File: config.mk
export PLATFORM = sky130hd
export DESIGN_NAME = otter_fetch_queue
export DESIGN_NICKNAME = d
export VERILOG_FILES = /design/src/rtl/otter_fetch_queue.sv
export SDC_FILE = /design/constraint.sdc
export NUM_CORES = 1
export LEC_CHECK = 0
export CORE_MARGIN = 4
export CORE_UTILIZATION = 30
export DETAILED_ROUTE_END_ITERATION = 6
export HOLD_SLACK_MARGIN = 0.02
export PLACE_DENSITY = 0.48
export SYNTH_ARGS = -nofsm -noshare
export SYNTH_HDL_FRONTEND = slang
export SYNTH_SLANG_ARGS = --single-unit
File: constraint.sdc
create_clock -name i_clk -period 8 [get_ports i_clk]
set_input_delay 1.2 -clock i_clk [delete_from_list [all_inputs] [get_ports i_clk]]
set_output_delay 1.2 -clock i_clk [all_outputs]
set_load 0.005 [all_outputs]
File: src/rtl/otter_fetch_queue.sv
// OTTER RV32I fetch front end: owns the fetch PC, issues credit-limited imem requests and
// queues returned words with their PCs for decode. Optional perf counters: OTTER_FETCH_PERF_CNT_EN.
module otter_fetch_queue #(
    parameter logic [31:0] RESET_PC        = 32'h0000_0000,
    parameter int          QUEUE_DEPTH     = 4,
    parameter int          MAX_OUTSTANDING = 2
) (
    input  logic        i_clk,
    input  logic        i_reset,
    input  logic        i_redirect,
    input  logic [31:0] i_redirect_pc,
    output logic        o_imem_req,
    output logic [31:0] o_imem_addr,
    input  logic        i_imem_gnt,
    input  logic        i_imem_rvalid,
    input  logic [31:0] i_imem_rdata,
    output logic        o_if_valid,
    output logic [31:0] o_if_ir,
    output logic [31:0] o_if_pc,
    input  logic        i_de_ready,
    output logic [31:0] o_perf_redirects,
    output logic [31:0] o_perf_starve
);
    localparam int AW = $clog2(QUEUE_DEPTH);
    localparam int OW = $clog2(MAX_OUTSTANDING + 1);

    logic [31:0]   r_fetch_pc;
    logic [31:0]   r_rsp_pc;
    logic [OW-1:0] r_outstanding;
    logic [OW-1:0] r_drop_cnt;
    logic [AW-1:0] r_wptr;
    logic [AW-1:0] r_rptr;
    logic [AW:0]   r_count;
    logic [31:0]   r_q_ir [QUEUE_DEPTH];
    logic [31:0]   r_q_pc [QUEUE_DEPTH];

    logic [31:0] w_redirect_pc;
    logic [31:0] w_inflight;
    logic        w_grant;
    logic        w_rsp;
    logic        w_push;
    logic        w_pop;
    logic        w_unused;

    assign w_redirect_pc = {i_redirect_pc[31:2], 2'b00};
    assign w_unused      = ^i_redirect_pc[1:0];

    // Queue slots are reserved at request time, so a returning word always has room.
    assign w_inflight = 32'(r_count) + 32'(r_outstanding);
    assign o_imem_req = !i_reset && !i_redirect
                        && (w_inflight < 32'(QUEUE_DEPTH))
                        && (32'(r_outstanding) < 32'(MAX_OUTSTANDING));
    assign o_imem_addr = r_fetch_pc;

    assign w_grant = o_imem_req && i_imem_gnt;
    assign w_rsp   = i_imem_rvalid && (r_outstanding != '0);
    assign w_push  = w_rsp && (r_drop_cnt == '0) && !i_redirect;

    assign o_if_valid = (r_count != '0);
    assign w_pop      = o_if_valid && i_de_ready && !i_redirect;
    assign o_if_ir    = o_if_valid ? r_q_ir[r_rptr] : '0;
    assign o_if_pc    = o_if_valid ? r_q_pc[r_rptr] : '0;

    always_ff @(posedge i_clk) begin
        if (i_reset) begin
            r_fetch_pc    <= RESET_PC;
            r_rsp_pc      <= RESET_PC;
            r_outstanding <= '0;
            r_drop_cnt    <= '0;
            r_wptr        <= '0;
            r_rptr        <= '0;
            r_count       <= '0;
        end else begin
            r_outstanding <= r_outstanding + OW'(w_grant) - OW'(w_rsp);
            if (i_redirect) begin
                // Everything still in flight belongs to the old path and must be skipped.
                r_fetch_pc <= w_redirect_pc;
                r_rsp_pc   <= w_redirect_pc;
                r_drop_cnt <= r_outstanding - OW'(w_rsp);
                r_wptr     <= '0;
                r_rptr     <= '0;
                r_count    <= '0;
            end else begin
                if (w_grant) begin
                    r_fetch_pc <= r_fetch_pc + 32'd4;
                end
                if (w_rsp && (r_drop_cnt != '0)) begin
                    r_drop_cnt <= r_drop_cnt - OW'(1);
                end
                if (w_push) begin
                    r_rsp_pc <= r_rsp_pc + 32'd4;
                    r_wptr   <= r_wptr + AW'(1);
                end
                if (w_pop) begin
                    r_rptr <= r_rptr + AW'(1);
                end
                case ({w_push, w_pop})
                    2'b10:   r_count <= r_count + (AW+1)'(1);
                    2'b01:   r_count <= r_count - (AW+1)'(1);
                    default: r_count <= r_count;
                endcase
            end
        end
    end

    always_ff @(posedge i_clk) begin
        if (w_push) begin
            r_q_ir[r_wptr] <= i_imem_rdata;
            r_q_pc[r_wptr] <= r_rsp_pc;
        end
    end

`ifndef SYNTHESIS
    always_ff @(posedge i_clk) begin
        if (!i_reset) begin
            assert (!(i_imem_rvalid && (r_outstanding == '0)));
        end
    end
`endif

`ifdef OTTER_FETCH_PERF_CNT_EN
    logic [31:0] r_perf_redirects;
    logic [31:0] r_perf_starve;

    always_ff @(posedge i_clk) begin
        if (i_reset) begin
            r_perf_redirects <= '0;
            r_perf_starve    <= '0;
        end else begin
            if (i_redirect && (r_perf_redirects != '1)) begin
                r_perf_redirects <= r_perf_redirects + 32'd1;
            end
            if (!o_if_valid && !i_redirect && (r_perf_starve != '1)) begin
                r_perf_starve <= r_perf_starve + 32'd1;
            end
        end
    end

    assign o_perf_redirects = r_perf_redirects;
    assign o_perf_starve    = r_perf_starve;
`else
    assign o_perf_redirects = '0;
    assign o_perf_starve    = '0;
`endif

endmodule

# Word-level counts from Yosys, hierarchy flattened

Memory sizes are Yosys's and may differ from the RTL's. A register that Yosys moved wholly into a read port is not among the register bits.
Cells that the tools add are included.

Register bits after elaboration: 75
Bits in writable memories: 256
Output and inout port bits: 162
Memories: 2
Input port bits: 70

Memory list:

| name   | words | bits a word | rd ports | clocked after Yosys merged registers in | wr ports | line | source |
|---|---|---|---|---|---|---|---|
| r_q_ir | 4     | 32          | 1        | 1                                       | 1        | 34   | `logic [31:0] r_q_ir [QUEUE_DEPTH];` |
| r_q_pc | 4     | 32          | 1        | 1                                       | 1        | 35   | `logic [31:0] r_q_pc [QUEUE_DEPTH];` |

Equal/unequal tests: 2
Muxes and demuxes: 15
Order comparisons: 2
Add/subtract/negate cells: 11
Reductions and logical operators: 21

Operator list:

| cell                  | number |
|---|---|
| $mux 32               | 6 |
| $add 32x3->32 const B | 2 |
| $mux 2                | 6 |
| $reduce_bool 2->1     | 6 |
| $logic_and 1x1->1     | 10 |
| $pmux 3 s2            | 1 |
| $add 2x1->2 const B   | 2 |
| $add 3x2->4           | 1 |
| $lt 4x3->1 const B    | 1 |
| $sub 2x1->2           | 2 |
| $add 3x1->3 const B   | 1 |
| $reduce_bool 3->1     | 1 |
| $sub 3x1->3 const B   | 1 |
| $add 2x1->2           | 1 |
| $eq 2x1->1 const B    | 1 |
| $eq 2x2->1 const B    | 1 |
| $logic_not 1->1       | 2 |
| $logic_not 2->1       | 1 |
| $lt 2x2->1 const B    | 1 |
| $mux 1                | 2 |
| $reduce_or 2->1       | 1 |
| $sub 2x1->2 const B   | 1 |

# Logic depth before layout (Yosys ltp)

Gate-level depths: netlist of run 1.

Word-level depth: 7
Mapped depth: 11
Mapped depth without buffers: 11

# Least setup slack after synthesis of run 1

OpenSTA, ideal clock, no wires.

Path kind: input -> register
Start point: input i_redirect
End point: memory r_q_ir[0][0], enable pin
Buffers on the path: 3
Setup slack: 4.030 ns
Arrival time: 3.543 ns
Stages: 5
Path through: clkbuf_1 clkinv_1 clkbuf_1 clkbuf_1 and3_1

Cells in the longest elaborated chain, start to end: 4

Ends and longest elaborated chain:

| element                      | line | source |
|---|---|---|
| from (decl)                  | 10   | `input logic i_redirect,` |
| $logic_not 1->1              | 57   | `assign w_push = w_rsp && (r_drop_cnt == '0) && !i_redirect;` |
| $logic_and 1x1->1            | 57   |  |
| $mux 1                       | 107  | `if (w_push) begin` |
| $mux 1 (not written as such) | 108  | `r_q_ir[r_wptr] <= i_imem_rdata;` |
| to (decl)                    | 34   |  |

No other way between the ends.

==> results of run 1 <==
final cells by class:
class | count | area, um2
fillers | 4384 | 28240
flip-flops and latches | 321 | 8914
multi-input cells | 564 | 4409
repair buffers | 172 | 1694
clock buffers | 47 | 1036
well taps | 600 | 750.7
clock inverters | 22 | 352.8
inverters | 22 | 82.58
how the worst max path moves through the flow:
stage	from	endpoint	slack (ns)	cells past startpoint
after floorplan	i_redirect	r_q_ir[0][0]$_DFFE_PP_	4.03	5
after global placement	i_reset	o_imem_req	3.56	5
after detailed placement	i_reset	o_imem_req	3.58	5
after CTS	flip-flop	o_if_ir[22]	3.34	4
after global routing	flip-flop	o_if_ir[1]	3.22	4
final	flip-flop	o_if_ir[9]	3.52	4
power by group:
group	switching [W]	internal, W
logic	0.000133	0.000131
clock network	0.000678	0.00121
registers	0.0000505	0.00185
total	0.000862	0.00319
per-stage QoR:
step	power [W]	instance area [um2]
floorplan	0.002091	14090
global placement	0.002202	15850
detailed placement	0.002205	15850
CTS	0.004122	17240
global route	0.004224	17240
finish	0.004056	17240
cells in the mapped netlist (all sizes together) (2+ instances only):
| cell | count |
|---|---|
| a211oi | 12 |
| a21boi | 9 |
| a21oi | 24 |
| a22oi | 2 |
| a31oi | 19 |
| a41oi | 2 |
| and2 | 3 |
| and3 | 16 |
| buf | 82 |
| clkbuf | 32 |
| dfxtp | 73 |
| edfxtp | 248 |
| ha | 12 |
| inv | 21 |
| mux2 | 3 |
| mux4 | 62 |
| nand2 | 56 |
| nand3 | 23 |
| nand3b | 2 |
| nand4 | 26 |
| nand4b | 2 |
| nor2 | 41 |
| nor2b | 64 |
| nor3 | 9 |
| nor4 | 9 |
| o211ai | 7 |
| o21a | 7 |
| o21ai | 22 |
| o311ai | 2 |
| or2 | 2 |
| or3 | 8 |
| or4 | 3 |
| xnor2 | 9 |
| xor2 | 29 |
per-layer routing:
metal / wire [um] / share of wire [%] / vias to the layer above / global-route usage (%)
li1: - / - / 3802 / -
met1: 15150 / 47 / 4028 / 18.20
met2: 14870 / 46 / 213 / 19.84
met3: 1754 / 5.4 / 48 / 2.946
met4: 673 / 2.1 / 0 / 3.718
met5: 0 / 0 / - / 0
state kept, by name, indices dropped and copies added (netlist names), named ones only:
name           flops
r_wptr             2
r_count            3
r_rsp_pc          30
r_drop_cnt         2
r_outstanding      2
r_q_pc           120
r_rptr             2
o_imem_addr       30
r_q_ir           128
worst max-delay path, delay by kind of cell, from the launching register on:
kind	cells	cell delay, ns
buffers and inverters	2	1.12
flip-flops	1	0.80
multiplexers	1	0.57
AND/OR/NAND/NOR	1	0.16
cell families after synthesis:
group	Yosys count
compound gates	113
xor+xnor	38
fa+ha+maj	13
buf+inv	136
flops	321
mux	66
other cells	1
simple gates	266
==> impl_metrics.json, run 1 <==
{
  "pin_count_of_the_biggest_net_entering_global_routing": 67,
  "htreeDepth": 2,
  "numCtsBuffers": 38,
  "placeableCoreArea_um2": 45480,
  "antenna_cells_inserted": 0,
  "class_of_the_tightest_hold_or_removal_check": "reg -> reg",
  "post_synth_mux_area_share_pct": 10.41,
  "route.vias.total": 8091,
  "r2r-end": "r_outstanding[1]$_SDFF_PP0_",
  "port_buffers": 161,
  "cts_post_setup_buffers_inserted": 0,
  "placementRows": 78,
  "groute.usage.overall_pct": 12.84,
  "syn-cell-area_um2": 13840,
  "skew_ns": 0.01764,
  "syn-mean-instance-area_um2": 14.51,
  "synth.area.top_cells": "sky130_fd_sc_hd__edfxtp_1, sky130_fd_sc_hd__dfxtp_1, sky130_fd_sc_hd__mux4_2, sky130_fd_sc_hd__buf_4, sky130_fd_sc_hd__nor2b_1",
  "drt-initial-drc-count": 389,
  "final-hold-violation-count": 0,
  "post_synth_adder_cell_area_pct": 1.230,
  "power.leakage_nw": 5.600,
  "critical_path.startpoint_type": "flip-flop",
  "yosys.area_share.xor_xnor_pct": 2.405,
  "synth_enable_flop_cells": 248,
  "report.final.setup_viol": 0,
  "timing.setup.tns_ns": 0,
  "cts_hold_repair.buffers": 0,
  "chipHeight_um": 222.8,
  "critPathMaxStageDelay_ns": 0.80,
  "initial_utilization_pct": 30.43,
  "clk_root_buffer_cell": "sky130_fd_sc_hd__clkbuf_16",
  "powerDensity_nw_per_um2": 235.3,
  "dpl.hpwl_um": 19770,
  "holdWs_ns": 0.4974,
  "worstPathMaxFanout": 33,
  "hold_depth": 2,
  "post_synth_and_or_nand_nor_area_fraction_pct": 10.61,
  "final_layout_size_suffix_gt1_share_pct": 13.24,
  "yosysTopAreaCell": "sky130_fd_sc_hd__edfxtp_1",
  "ctsResizeCount": 0,
  "mostFrequentLayoutCells": "sky130_fd_sc_hd__edfxtp_1, sky130_fd_sc_hd__clkdlybuf4s50_1, sky130_fd_sc_hd__dfxtp_1",
  "vias_per_cell": 4.629,
  "routedWlPerCell_um": 18.56,
  "syn_inst": 954,
  "max_slew.worst_pin.slew_ns": 1.049,
  "rsz0062_at_grt": "no",
  "drv.max_cap_violation_count": 0,
  "area_delta_synth_final_pct": 24.57,
  "maxSlewViolCount": 0,
  "post_route_drc_violation_count": 0,
  "worst-r2r-cell-count": 11,
  "nets": 1202,
  "ys_types": 56,
  "yosys.area.top_type_share_pct": 53.82,
  "crit_path_top_delay_cell": "sky130_fd_sc_hd__dfxtp_4",
  "total_clock_sinks": 321,
  "hold_path_startpoint": "r_wptr[0]$_SDFFE_PP0P_",
  "dpl.cell_count": 1679,
  "cp-end-kind": "output pin",
  "yosysWarningCount": 0,
  "grt_overflow": 0,
  "synth-main-ff-cell": "sky130_fd_sc_hd__edfxtp_1",
  "place_worst_setup_slack_ns": 3.577,
  "period_share_pct": 56.02,
  "ctsLongestPathBuffers": 3,
  "layout_setup_ws_ns": 3.518,
  "worst_setup_hold_path_clk_slew_ns": 0.06,
  "route.final.wire_length_um": 32450,
  "design.die.area_um2": 49630,
  "final_core_utilization_pct": 37.91,
  "reg2reg_slack_ns": 4.94,
  "synth_top_family_by_area": "simple AND/OR/NAND/NOR gates",
  "peak_clock_frequency_supported_by_timing_mhz": 223.1,
  "grt_pass1_vias": 8262,
  "max_slew_margin_pct": 30.07,
  "timing.hold.worst_endpoint": "r_wptr[0]$_SDFFE_PP0P_",
  "ys_ff_latch": 321,
  "final_cells": 1748,
  "first_pass_grt_wire_length_um": 49990,
  "finalWorstPathRequiredPeriod_ns": 4.482,
  "worst-setup-path-type": "reg -> out",
  "mostFrequentLayoutCell": "sky130_fd_sc_hd__edfxtp_1",
  "path_cells": "buf_4, mux4_2, nor2b_1, clkdlybuf4s50_1",
  "asyncSetResetFlopFracSynth_pct": 0,
  "pin_count": 232,
  "die-width_um": 222.8,
  "drt_pre_antenna_iters": 4,
  "clk-insertion-delay-late_ns": 0.55,
  "drt.antenna.violating_nets": 0,
  "worst-endpoint-required_ns": 6.80,
  "status": "finished, final reports clean",
  "cp_data_arrival_time_ns": 3.28,
  "reg2reg_from": "r_outstanding[1]$_SDFF_PP0_",
  "globalplace.congestion": 0.7478,
  "synth_sequential_area_ratio_pct": 64.38,
  "maximum_vdd_drop_mv": 0.1997,
  "fraction_of_the_mapped_netlist_area_in_compound_gates_pct": 5.289,
  "clock_tree_from_tritoncts": "done",
  "grt_antenna_before_repair": 0
}
No activity file was read; power rests on OpenSTA's default activity.
==> run 2: changes to the inputs <==
--- a/config.mk
+++ b/config.mk
@@ -9,7 +9,7 @@
 export CORE_UTILIZATION = 30
 export DETAILED_ROUTE_END_ITERATION = 6
 export HOLD_SLACK_MARGIN = 0.02
-export PLACE_DENSITY = 0.48
+export PLACE_DENSITY = 0.5
 export SYNTH_ARGS = -nofsm -noshare
 export SYNTH_HDL_FRONTEND = slang
 export SYNTH_SLANG_ARGS = --single-unit
==> constraint.sdc (replaced) <==
create_clock -name i_clk -period 3.7 [get_ports i_clk]
set_input_delay 0.555 -clock i_clk [delete_from_list [all_inputs] [get_ports i_clk]]
set_output_delay 0.555 -clock i_clk [all_outputs]
set_load 0.005 [all_outputs]
==> run 2 against run 1 <==
  * Routed wire length fell by 0.74%
  * Hold slack improved by 0.0046 ns
  * Clock power is 80% higher
  * Sequential power grew 120%
  * Die area unchanged
  * Critical path type unchanged
==> impl_metrics.json, run 2 (synthesis results as in run 1) <==
{
  "period_share_pct": 85.70,
  "antenna_cells_inserted": 0,
  "r2r-end": "r_outstanding[1]$_SDFF_PP0_",
  "numCtsBuffers": 37,
  "ctsResizeCount": 0,
  "drt.antenna.violating_nets": 0,
  "timing.hold.worst_endpoint": "r_wptr[0]$_SDFFE_PP0P_",
  "mostFrequentLayoutCell": "sky130_fd_sc_hd__edfxtp_1",
  "grt_pass1_vias": 8210,
  "hold_path_startpoint": "r_wptr[0]$_SDFFE_PP0P_",
  "total_power_w": 0.008090,
  "port_buffers": 161,
  "worstPathMaxFanout": 31,
  "worst_setup_hold_path_clk_slew_ns": 0.06,
  "reg2reg_slack_ns": 0.87,
  "die-width_um": 222.8,
  "cts_hold_repair.buffers": 0,
  "ctsLongestPathBuffers": 3,
  "placementRows": 78,
  "status": "finished, final reports clean",
  "route.final.wire_length_um": 32210,
  "critical_path.startpoint_type": "flip-flop",
  "reg2reg_from": "r_outstanding[1]$_SDFF_PP0_",
  "mostFrequentLayoutCells": "sky130_fd_sc_hd__edfxtp_1, sky130_fd_sc_hd__clkdlybuf4s50_1, sky130_fd_sc_hd__dfxtp_1",
  "class_of_the_tightest_hold_or_removal_check": "reg -> reg",
  "drv.max_cap_violation_count": 0,
  "route.vias.total": 8096,
  "placeableCoreArea_um2": 45480,
  "total_clock_sinks": 321,
  "grt_antenna_before_repair": 0,
  "vias_per_cell": 4.640,
  "globalplace.congestion": 0.7568,
  "cts_post_setup_buffers_inserted": 0,
  "worst-r2r-cell-count": 10,
  "top_register": "r_q_ir",
  "clk_root_buffer_cell": "sky130_fd_sc_hd__clkbuf_16",
  "top_regs": "r_q_ir: 128 flops, r_q_pc: 120 flops",
  "nets": 1204,
  "groute.usage.overall_pct": 12.70,
  "largest_register_ff_count": 128,
  "first_pass_grt_wire_length_um": 49890,
  "worst-endpoint-required_ns": 3.14,
  "area_delta_synth_final_pct": 23.35,
  "skew_ns": 0.01662,
  "timing.setup.tns_ns": 0,
  "pin_count": 232,
  "holdWs_ns": 0.5021,
  "drt_pre_antenna_iters": 5,
  "initial_utilization_pct": 30.43,
  "max_slew.worst_pin.slew_ns": 0.8920,
  "powerDensity_nw_per_um2": 473.9,
  "power.leakage_nw": 5.505,
  "routedWlPerCell_um": 18.46,
  "grt_overflow": 0,
  "pin_count_of_the_biggest_net_entering_global_routing": 67,
  "report.final.setup_viol": 0,
  "final_layout_size_suffix_gt1_share_pct": 12.49,
  "maximum_vdd_drop_mv": 0.2707,
  "max_slew_margin_pct": 40.32,
  "worst-setup-path-type": "reg -> out",
  "cp_data_arrival_time_ns": 2.62,
  "design.die.area_um2": 49630,
  "finalWorstPathRequiredPeriod_ns": 3.171,
  "rsz0062_at_grt": "no",
  "dpl.hpwl_um": 20380,
  "maxSlewViolCount": 0,
  "post_route_drc_violation_count": 0,
  "hold_depth": 2,
  "peak_clock_frequency_supported_by_timing_mhz": 315.4,
  "clock_tree_from_tritoncts": "done",
  "final-hold-violation-count": 0,
  "clk-insertion-delay-late_ns": 0.53,
  "htreeDepth": 2,
  "cp-end-kind": "output pin",
  "chipHeight_um": 222.8,
  "drt-initial-drc-count": 409
}
==> run 2: layout make-up <==
cell class / instances / area, um2
clock inverter: 10 / 103.9
sequential: 321 / 8914
tap: 600 / 750.7
multi-input combinational: 564 / 4409
timing repair buffer: 175 / 1804
fill: 4433 / 28410
clock buffer: 53 / 1006
inverter: 22 / 82.58
==> run 2: power by group <==
group          total [W]  internal, W  switching [W]  leakage [nW]
combinational   0.000577     0.000289       0.000288          2.11
clock            0.00340      0.00202        0.00137         0.541
sequential       0.00411      0.00400       0.000110          2.86
total            0.00809      0.00632        0.00177          5.51
==> run 2: metrics by stage <==
stage          utilization, %  area, um2  std cells  setup WS [ns]
2_1_floorplan               -      14090       1021         0.3748
3_3_place_gp            35.09      15960       1682         0.4805
3_5_place_dp            35.09      15960       1682         0.4776
4_1_cts                 37.53      17070       1745         0.4314
5_1_grt                 37.53      17070       1745         0.3523
6_report                37.53      17070       1745         0.5291
==> run 2: worst max-delay path, cell delays in order (launching register included) <==
cell                              delay (ns)
sky130_fd_sc_hd__dfxtp_4                0.52
sky130_fd_sc_hd__buf_12                 0.30
sky130_fd_sc_hd__mux4_2                 0.53
sky130_fd_sc_hd__nor2b_1                0.14
sky130_fd_sc_hd__clkdlybuf4s50_1        0.56
==> run 2: per-layer routing <==
| metal | up-vias | track usage (%) | share of wire [%] |
|---|---|---|---|
| met5 | - | 0 | 0 |
| met4 | 0 | 3.579 | 1.7 |
| met3 | 37 | 2.893 | 5.6 |
| met2 | 221 | 19.39 | 45 |
| met1 | 4035 | 18.26 | 48 |
| li1 | 3803 | - | - |
==> run 2: worst max path at each step <==
stage | from | to | depth (start not counted) | slack [ns]
CTS | flip-flop | o_if_pc[12] | 4 | 0.43
floorplan | i_redirect | r_q_ir[0][0]$_DFFE_PP_ | 5 | 0.37
finish | flip-flop | o_if_pc[18] | 4 | 0.53
global placement | i_redirect | r_outstanding[1]$_SDFF_PP0_ | 10 | 0.48
global route | flip-flop | o_if_pc[31] | 4 | 0.35
detailed placement | i_redirect | r_outstanding[1]$_SDFF_PP0_ | 10 | 0.48
==> run 3: changes to the inputs <==
--- a/config.mk
+++ b/config.mk
@@ -5,9 +5,11 @@
 export SDC_FILE = /design/constraint.sdc
 export NUM_CORES = 1
 export LEC_CHECK = 0
+export CAP_MARGIN = 20
 export CORE_MARGIN = 4
 export CORE_UTILIZATION = 30
 export DETAILED_ROUTE_END_ITERATION = 6
+export GPL_TIMING_DRIVEN = 0
 export HOLD_SLACK_MARGIN = 0.02
 export PLACE_DENSITY = 0.5
 export SYNTH_ARGS = -nofsm -noshare
==> constraint.sdc (replaced) <==
create_clock -name i_clk -period 2.55 [get_ports i_clk]
set_input_delay 0.3825 -clock i_clk [delete_from_list [all_inputs] [get_ports i_clk]]
set_output_delay 0.3825 -clock i_clk [all_outputs]
set_load 0.005 [all_outputs]
==> run 3 against run 2 <==
  * Sequential cell count unchanged
  * First-iteration DRC count increased by 44%
  * Worst setup slack got worse by 0.51 ns
  * Die area unchanged
  * Sequential share of layout area decreased by 3.3 points
  * Routed wire length increased by 8.1%
  * Hold slack got worse by 0.19 ns
==> impl_metrics.json, run 3 (synthesis results as in run 1) <==
{
  "globalplace.congestion": 0.8543,
  "placedInstanceArea_um2": 16580,
  "largest_register_ff_count": 128,
  "powerDensity_nw_per_um2": 682.2,
  "clk_root_buffer_cell": "sky130_fd_sc_hd__clkbuf_16",
  "period_share_pct": 99.21,
  "cell_internal_pwr_w": 0.009771,
  "max_slew_margin_pct": 51.33,
  "dpl.hpwl_um": 23500,
  "placeableCoreArea_um2": 45480,
  "pin_count_of_the_biggest_net_entering_global_routing": 46,
  "skew_ns": 0.01720,
  "drv.max_cap_violation_count": 0,
  "grt_overflow": 0,
  "reg2reg_slack_ns": 0.11,
  "grt_antenna_before_repair": 0,
  "swShare_pct": 21.42,
  "route.vias.total": 8536,
  "mostFrequentLayoutCells": "sky130_fd_sc_hd__edfxtp_1, sky130_fd_sc_hd__clkdlybuf4s50_1, sky130_fd_sc_hd__buf_4",
  "cts_hold_repair.buffers": 0,
  "die-width_um": 222.8,
  "final_area_um2": 18230,
  "drt.antenna.violating_nets": 0,
  "antenna_cells_inserted": 0,
  "worst_setup_hold_path_clk_slew_ns": 0.06,
  "status": "finished, final reports clean",
  "timing.hold.worst_endpoint": "r_outstanding[0]$_SDFF_PP0_",
  "hold_depth": 2,
  "power.share.combinational_pct": 7.9,
  "cp_data_arrival_time_ns": 2.15,
  "drt_pre_antenna_iters": 5,
  "worst-endpoint-required_ns": 2.17,
  "nets": 1325,
  "design.die.area_um2": 49630,
  "chipHeight_um": 222.8,
  "switching_component_of_the_power_w": 0.002664,
  "fill_cells": 4348,
  "maxSlewViolCount": 0,
  "class_of_the_tightest_hold_or_removal_check": "in -> reg",
  "multiInputGateArea_um2": 4492,
  "final_core_utilization_pct": 40.08,
  "pin_count": 232,
  "numCtsBuffers": 37,
  "clk-insertion-delay-late_ns": 0.52,
  "max_slew.worst_pin.slew_ns": 0.7234,
  "final-hold-violation-count": 0,
  "first_pass_grt_wire_length_um": 52980,
  "area_delta_synth_final_pct": 31.72,
  "power_frac_clock_pct": 44.2,
  "ctsLongestPathBuffers": 3,
  "reg2reg_from": "r_count[1]$_SDFFE_PP0P_",
  "initial_utilization_pct": 30.43,
  "final_layout_size_suffix_gt1_share_pct": 23.20,
  "grt_pass1_vias": 8733,
  "r2r-end": "r_outstanding[1]$_SDFF_PP0_",
  "route.final.wire_length_um": 34810,
  "power.leakage_nw": 6.464,
  "htreeDepth": 2,
  "finalWorstPathRequiredPeriod_ns": 2.530,
  "port_buffers": 159,
  "worst-setup-path-type": "reg -> out",
  "report.final.setup_viol": 0,
  "regArea_um2": 8917,
  "worstPathMaxFanout": 8,
  "hold_path_startpoint": "i_reset",
  "post_route_drc_violation_count": 0,
  "total_clock_sinks": 321,
  "rsz0062_at_grt": "yes",
  "top_register": "r_q_ir",
  "clock_tree_from_tritoncts": "done",
  "mostFrequentLayoutCell": "sky130_fd_sc_hd__edfxtp_1",
  "top_regs": "r_q_ir: 128 flops, r_q_pc: 120 flops",
  "maximum_vdd_drop_mv": 0.4321,
  "critical_path.startpoint_type": "flip-flop",
  "seq_power_share_pct": 47.9,
  "placementRows": 78,
  "worst-r2r-cell-count": 11,
  "vias_per_cell": 4.572,
  "peak_clock_frequency_supported_by_timing_mhz": 395.3,
  "cp-end-kind": "output pin",
  "drt-initial-drc-count": 587,
  "routedWlPerCell_um": 18.64,
  "groute.usage.overall_pct": 13.68
}
[run 3: critical path, cell delays in order (launching register included)]
cell	delay, ns
sky130_fd_sc_hd__dfxtp_4	0.37
sky130_fd_sc_hd__buf_12	0.15
sky130_fd_sc_hd__buf_8	0.11
sky130_fd_sc_hd__buf_16	0.11
sky130_fd_sc_hd__mux4_2	0.47
sky130_fd_sc_hd__nor2b_1	0.14
sky130_fd_sc_hd__dlygate4sd2_1	0.26
[run 3: metal layers]
layer,vias to the layer above,wire length [um],global-route usage [%]
li1,4057,-,-
met1,4197,15960,18.88
met2,242,16510,22.53
met3,40,1752,2.735
met4,0,584,2.943
met5,-,0,0
[run 3: cell type report]
cell class	instances	share of cell area [%]
plain buffers	108	4.345
clock buffers	50	5.924
clock inverters	14	1.098
inverters	22	0.4530
multi-input cells	564	24.64
flip-flops and latches	321	48.92
well taps	600	4.119
repair buffers	188	10.50
[run 3: what timing repair did]
item                       in CTS  in global routing
gates cloned                    5                  1
pin swaps                       2                  3
setup buffers                  16                  3
setup endpoints to repair      71                182
gates resized for setup       188                 30
hold endpoints to repair        0                  0
[run 3: how the worst max path moves through the flow]
stage,cells after the start,endpoint,slack (ns)
3_5_place_dp,11,r_count[2]$_SDFFE_PP0P_,-0.82
6_report,6,o_if_ir[16],0.02
4_1_cts,6,o_if_ir[7],-0.1
2_1_floorplan,11,r_outstanding[1]$_SDFF_PP0_,0.04
3_3_place_gp,8,r_count[2]$_SDFFE_PP0P_,-1.92
5_1_grt,6,o_if_ir[16],-0.06
[run 3: metrics by stage]
| stage | TNS [ns] | total power (W) | std cells | hold slack [ns] | worst slack, ns |
|---|---|---|---|---|---|
| after floorplan | 0 | 0.006557 | 1021 | 0.4658 | 0.04270 |
| after global placement | -423.66 | 0.007023 | 1780 | 0.4794 | -1.924 |
| after detailed placement | -121.00 | 0.007046 | 1785 | 0.4946 | -0.8236 |
| after CTS | -0.8040 | 0.01261 | 1867 | 0.3134 | -0.09878 |
| after global routing | -1.175 | 0.01293 | 1867 | 0.3686 | -0.06264 |
| final | 0 | 0.01243 | 1867 | 0.3119 | 0.02022 |
[run 3: power groups by stage]
stage / registers [W] / clock network [W] / logic, W
5_1_grt: 0.00598 / 0.00587 / 0.00108
3_3_place_gp: 0.00607 / 0 / 0.000958
4_1_cts: 0.00596 / 0.00567 / 0.000985
3_5_place_dp: 0.00607 / 0 / 0.000979
2_1_floorplan: 0.00602 / 0 / 0.000540
6_report: 0.00596 / 0.00549 / 0.000983
